### src/rtl/dma_desc_sched.sv
// Round-robin scheduler sharing one DMA engine among NUM_REQ descriptor requesters.
// Define DMA_SCHED_PRIO_EN to give requester 0 fixed highest priority over the round-robin group.
module dma_desc_sched #(
    parameter int NUM_REQ = 2,
    parameter int DESC_W  = 96,
    parameter int ID_W    = $clog2(NUM_REQ)
) (
    input  logic                      clk,
    input  logic                      rst,
    input  logic [NUM_REQ-1:0]        req_valid_i,
    output logic [NUM_REQ-1:0]        req_ready_o,
    input  logic [NUM_REQ*DESC_W-1:0] req_desc_i,
    output logic [NUM_REQ-1:0]        cmpl_valid_o,
    output logic                      cmpl_error_o,
    output logic                      dma_desc_valid_o,
    input  logic                      dma_desc_ready_i,
    output logic [DESC_W-1:0]         dma_desc_o,
    input  logic                      dma_done_i,
    input  logic                      dma_error_i,
    output logic                      busy_o,
    output logic [ID_W-1:0]           grant_id_o
);

    typedef enum logic [1:0] {
        IDLE,
        ISSUE,
        WAIT,
        RESP
    } state_t;

    state_t              state;
    state_t              state_nxt;
    logic [ID_W-1:0]     rr_ptr;
    logic [ID_W-1:0]     grant_id;
    logic [ID_W-1:0]     winner;
    logic                win_found;
    logic                accept;
    logic                err_q;
    logic [DESC_W-1:0]   desc_q;
    logic [DESC_W-1:0]   win_desc;

    // Descending scan so the valid requester closest above rr_ptr is the one left standing.
    always_comb begin
        winner    = '0;
        win_found = 1'b0;
        for (int i = NUM_REQ - 1; i >= 0; i--) begin
`ifdef DMA_SCHED_PRIO_EN
            if (((int'(rr_ptr) + i) % NUM_REQ) != 0 &&
                req_valid_i[(int'(rr_ptr) + i) % NUM_REQ]) begin
`else
            if (req_valid_i[(int'(rr_ptr) + i) % NUM_REQ]) begin
`endif
                winner    = ID_W'((int'(rr_ptr) + i) % NUM_REQ);
                win_found = 1'b1;
            end
        end
`ifdef DMA_SCHED_PRIO_EN
        if (req_valid_i[0]) begin
            winner    = '0;
            win_found = 1'b1;
        end
`endif
    end

    assign win_desc = req_desc_i[int'(winner) * DESC_W +: DESC_W];

    always_comb begin
        state_nxt        = state;
        accept           = 1'b0;
        req_ready_o      = '0;
        dma_desc_valid_o = 1'b0;
        cmpl_valid_o     = '0;
        cmpl_error_o     = 1'b0;
        case (state)
            IDLE: begin
                if (win_found && !rst) begin
                    req_ready_o[winner] = 1'b1;
                    accept              = 1'b1;
                    // Zero-length descriptors complete without ever touching the engine.
                    state_nxt           = (win_desc[63:32] == 32'd0) ? RESP : ISSUE;
                end
            end
            ISSUE: begin
                dma_desc_valid_o = 1'b1;
                if (dma_desc_ready_i) begin
                    state_nxt = WAIT;
                end
            end
            WAIT: begin
                if (dma_error_i || dma_done_i) begin
                    state_nxt = RESP;
                end
            end
            RESP: begin
                cmpl_valid_o[grant_id] = 1'b1;
                cmpl_error_o           = err_q;
                state_nxt              = IDLE;
            end
            default: state_nxt = IDLE;
        endcase
    end

    always_ff @(posedge clk) begin
        if (rst) begin
            state    <= IDLE;
            rr_ptr   <= '0;
            grant_id <= '0;
            desc_q   <= '0;
            err_q    <= 1'b0;
        end else begin
            state <= state_nxt;
            if (accept) begin
                desc_q   <= win_desc;
                grant_id <= winner;
                err_q    <= 1'b0;
`ifdef DMA_SCHED_PRIO_EN
                if (winner != '0) begin
                    rr_ptr <= ID_W'((int'(winner) + 1) % NUM_REQ);
                end
`else
                rr_ptr <= ID_W'((int'(winner) + 1) % NUM_REQ);
`endif
            end
            if (state == WAIT && (dma_error_i || dma_done_i)) begin
                err_q <= dma_error_i;
            end
        end
    end

    assign dma_desc_o = desc_q;
    assign busy_o     = (state != IDLE);
    assign grant_id_o = grant_id;

endmodule

### config.mk
export PLATFORM = sky130hd
export DESIGN_NAME = dma_desc_sched
export DESIGN_NICKNAME = d
export VERILOG_FILES = /design/src/rtl/dma_desc_sched.sv
export SDC_FILE = /design/constraint.sdc
export NUM_CORES = 1
export LEC_CHECK = 0
export CAP_MARGIN = 5
export CORE_MARGIN = 2
export CORE_UTILIZATION = 36
export CTS_CLUSTER_DIAMETER = 80
export DETAILED_ROUTE_END_ITERATION = 10
export MAX_ROUTING_LAYER = met4
export PLACE_DENSITY = 0.78
export SYNTH_ARGS = -nofsm -noshare
export SYNTH_HDL_FRONTEND = slang
export SYNTH_SLANG_ARGS = --single-unit
### constraint.sdc
create_clock -name clk -period 2.4 [get_ports clk]
set_input_delay 0.6 -clock clk [delete_from_list [all_inputs] [get_ports clk]]
set_output_delay 0.6 -clock clk [all_outputs]
set_load 0.02 [all_outputs]
Word-level counts from Yosys, hierarchy flattened
Cells that the tools add are included.
{"block": "word_totals", "ff_bits": 101, "word_cells": 60}
{"block": "classes", "addsub": 2, "multipliers": 1, "n_lt_le_gt_ge": 6, "eq_ne": 6, "shift": 1, "n_mux": 27, "bitwise_logic": 1, "reduce_logical": 11}
{"cell": "192-bit by 9-bit variable part select with 96-bit output", "count": 1}
{"cell": "32-bit zero test", "count": 1}
{"cell": "1-bit two-way mux", "count": 17}
{"cell": "2-bit two-way mux", "count": 7}
{"cell": "2-bit one-hot mux with 4 select lines", "count": 1}
{"cell": "1-bit by 2-bit less-than comparator with 1-bit output, second input constant", "count": 3}
{"cell": "2-bit != test, second input constant", "count": 3}
{"cell": "2-bit == test, second input constant", "count": 2}
{"cell": "1-bit logical AND", "count": 4}
{"cell": "2-bit nonzero test", "count": 2}
{"cell": "2-bit by 3-bit less-than comparator with 1-bit output, second input constant", "count": 1}
{"cell": "1-bit by 2-bit multiplier with 3-bit output, second input constant", "count": 1}
{"cell": "3-bit AND reduction", "count": 1}
{"cell": "1-bit adder, second input constant", "count": 2}
{"cell": "1-bit demux with 1-bit select", "count": 2}
{"cell": "2-bit by 1-bit == test with 1-bit output, second input constant", "count": 1}
{"cell": "1-bit greater-or-equal comparator, second input constant", "count": 2}
{"cell": "2-bit zero test", "count": 1}
{"cell": "1-bit bitwise AND, first input constant", "count": 1}
{"cell": "1-bit zero test", "count": 1}
{"cell": "1-bit logical OR", "count": 1}

Longest topological paths before layout
{"block": "logic_depth", "word_depth": 13, "mapped_depth": 9, "ltp_nobuf": 6}

Least setup slack after synthesis
OpenSTA, ideal clock, no wires.
{"block": "synth_timing", "path_kind": "in2out", "start": "input rst", "end": "output req_ready_o[1]", "t_arrival_ns": 1.716, "t_required_ns": 1.800, "slack_ns": 0.084, "stages": 6, "n_path_buf": 3, "cell_sequence": "buf_2 o21bai_4 or2_1 clkbuf_1 buf_4 nor2_1"}
{"block": "synth_via", "elab_chain_cells": 4}
{"item": "start, declared", "line": "9", "source": "input logic rst,"}
{"item": "1-bit zero test", "line": "76", "source": "if (win_found && !rst) begin"}
{"item": "1-bit logical AND", "line": "76"}
{"item": "2-bit two-way mux", "line": "76"}
{"item": "2-bit two-way mux", "line": "74", "source": "case (state)"}
{"item": "end, declared", "line": "11", "source": "output logic [NUM_REQ-1:0] req_ready_o,"}
Every way passes these cells.

Final worst setup path
{"block": "layout_timing", "start": "register state[1]", "end": "output req_ready_o[0]"}
{"block": "layout_via", "elab_chain_cells": 2}
{"item": "start, declared", "line": "31", "source": "state_t state;"}
{"item": "start signal, assigned", "line": "111", "source": "state <= state_nxt;"}
{"item": "2-bit zero test", "line": "74"}
{"item": "2-bit two-way mux", "line": "74"}
Every way passes these cells.

==> results by group <==
Critical path
  – Critical path cell sequence: inv_1 > ha_1 > inv_1 > or2_2 > nor2_1 > buf_4
  – Critical path class: reg2out
  – Worst Path Buf+Inv: 3
  – Max FO, Critical Path: 4
  – CP delay by family, top: simple AND/OR/NAND/NOR gates
  – Arrival time worst endpoint: ~1.6 ns
  – Worst path slowest cell: or2_2
  – Worst stage delay on the critical path: roughly 0.34 ns
  – Setup crit start kind: register
  – Top cell by count, worst path: inv_1
  – Crit. End Element: output pin
  – Worst endpoint required time: 1.80 ns

Placed design
  – GPL Wtd Cong: approximately 0.95
  – # placed instances: approximately 1,000
  – I/O Buffers: 302
  – DP HPWL: 13,000 um
  – Placed inst area: 7810 um^2

Floorplanning
  – Die X: 117 um
  – Num ports: about 300
  – Die Area: between 10,000 and 15,000 um^2
  – Die height: approximately 120 um
  – Core Footprint: ~13,000 um^2
  – Rows: between 40 and 50
  – Initial Utilization: 36.7%

Global routing
  – Initial antenna violation count: 0
  – Gr usage total: between 20 and 25%
  – Vias in the first global route: roughly 5,000
  – Global route overflow: 0
  – First-pass GRT wire length: approximately 25,000 um
  – Pin count of the biggest net entering global routing: 71

Synthesis
  – Yosys top cell area share: between 40% and 50%
  – Synth area leaders: dfxtp_1 (44%), a311oi_1 (12%), nand2_1 (11%)
  – Synth Flop Type: dfxtp_1
  – Cell Area, Synth: 4590 um^2
  – Post-synthesis register bit count: 101
  – Async S/R FF share, synth: 0%
  – Avg Cell Area, Syn: between 8 and 9 um^2
  – Mapped Cells: ~560
  – Syn Nets: 764
  – EDFF count, synth: 0
  – Post-synth cell types: 30
  – Register area share after synthesis: ~44%
  – Yosys warning total: 0
  – Synth area leader: dfxtp_1

STA
  – Layout Skew: 0.00797 ns
  – Clock period minus worst slack: 2.21 ns
  – Setup violators final: 0
  – Worst-margin pin slew: 0.748 ns
  – Period utilization: 92.2%
  – Final setup TNS: 0 ns
  – Top achievable clock speed: between 0.4 and 0.5 GHz
  – Pins Over Slew Limit: 0
  – Max_slew headroom: approximately 50%
  – Final hold vios: 0
  – RSZ-0062 raised after global routing: no

Layout
  – Area grow syn2layout: 77.4%
  – Nets@finish: approximately 1,000
  – Leading cell types in the layout, fill and taps excluded: clkdlybuf4s50_1 (293), nand2_1 (130), dfxtp_1 (101)
  – Design Area, Final: a little over 8000 um^2
  – Seq. cell area: about 2000 um^2
  – Post-Layout Cell Count: 1,022
  – Fraction of layout cells with a size suffix above 1: 5.65%
  – Post-layout util: between 60% and 70%
  – Fill cell count: 1,057
  – Multi-input logic area: about 2300 um^2
  – N_diodes: 0
  – Commonest non-fill, non-tap cell in the layout: clkdlybuf4s50_1

Detailed routing
  – Pre-antenna DRT Iters: 5
  – Vias: between 5,000 and 6,000
  – Vias/cell: 5.20
  – Iteration-0 DRC count of the detailed router: 323
  – Antenna-violating nets left: 0
  – DRC Markers: 0
  – Avg WL per Cell: between 15 and 20 um
  – Final WL: 17,200 um

Run
  – Maxcap violations: 0

Pwr
  – Peak VDD IR: roughly 0.00047 V
  – Leakage: roughly 0.0032 uW
  – Power density cells: roughly 920 nW/um^2

Clocking
  – Hold Buf Count CTS: 0
  – TritonCTS clock tree: yes
  – Clk buf depth: 2
  – # clock sinks: approximately 100
  – Root buf cell: clkbuf_16
  – CTS clk-pin slew, worst paths: around 0.07 ns
  – Clock latency on the worst-skew pair: about 0.35 ns
  – CTS buffer count: 9
  – Max H-tree Level: 3

Worst hold path
  – Hold Path Class: reg2reg

Run status
  – Status: completed
==> worst register-to-register path, cell delays in order, from the launching register on <==
cell and delay, ns:
dfxtp_1 0.38, inv_1 0.10, a21boi_4 0.14, buf_4 0.58, nand2_1 0.18, a311oi_1 0.34
==> Yosys cell counts (2+ instances only) <==
library cell,n
dfxtp_1,101
and2_1,2
a211oi_1,2
buf_2,20
nor2_1,72
nand4_1,4
nand2_1,130
buf_1,3
o211a_1,2
a311oi_1,64
buf_4,5
nor4_1,16
o21ai_0,32
inv_1,6
mux2i_1,33
buf_6,3
nand3_1,32
clkbuf_1,19
ha_1,4
==> sequential cells by signal, summed over array words and instances (netlist names) <==
register    flops
grant_id_o      1
err_q           1
rr_ptr          1
state           2
dma_desc_o     96
==> report_power, final <==
| group | switching [uW] | internal (uW) |
|---|---|---|
| combinational | 1810 | 1680 |
| sequential | 244 | 2160 |
| clock | 642 | 940 |
==> final timing paths <==
kind                                      from              to  slack, ns  depth (start not counted)
worst max-delay path                  state[1]  req_ready_o[0]       0.19                          6
worst min-delay path            dma_desc_o[40]  dma_desc_o[40]       0.47                          2
worst max register to register          rr_ptr  dma_desc_o[72]       0.56                          5
worst min register to register  dma_desc_o[40]  dma_desc_o[40]       0.47                          2
==> metrics by stage <==
step / power [uW] / worst slack (ns) / hold slack, ns
global route: 7890 / 0.100 / 0.502
detailed placement: 5930 / -0.505 / 0.466
CTS: 7530 / 0.00910 / 0.481
floorplan: 4200 / 0.0841 / 0.471
finish: 7480 / 0.187 / 0.475
global placement: 5830 / -0.468 / 0.455
==> routing by layer <==
| layer | share of wire (%) | GRT usage (%) | up-vias |
|---|---|---|---|
| met2 | 50 | 43.1 | 263 |
| met1 | 38 | 25.2 | 2450 |
| met5 | 0 | - | - |
| met4 | 3.4 | 11.3 | 0 |
| met3 | 8.3 | 6.02 | 35 |
| li1 | - | - | 2563 |
==> cell families after synthesis <==
| logic type | Yosys count | share of synthesized area [%] |
|---|---|---|
| flops | 101 | 44.0 |
| buf+inv | 57 | 6.10 |
| fa+ha+maj | 4 | 1.09 |
| simple gates | 260 | 23.5 |
| mux | 33 | 7.19 |
| compound gates | 106 | 18.1 |
==> area by class of cell <==
type	count	share of cell area (%)
Clock buffer	10	2.93
Tap cell	172	2.64
Sequential cell	101	24.8
Inverter	7	0.323
Timing Repair Buffer	323	39.8
Clock inverter	6	1.06
Multi-Input combinational cell	403	28.4
==> what timing repair did <==
action                                  in CTS  in global routing
buffers inserted                             0                  0
gates resized for setup                     14                  4
pin swaps                                    0                  0
endpoints found under the setup margin       3                  4
Note: power is estimated with default switching activity, not from simulation.
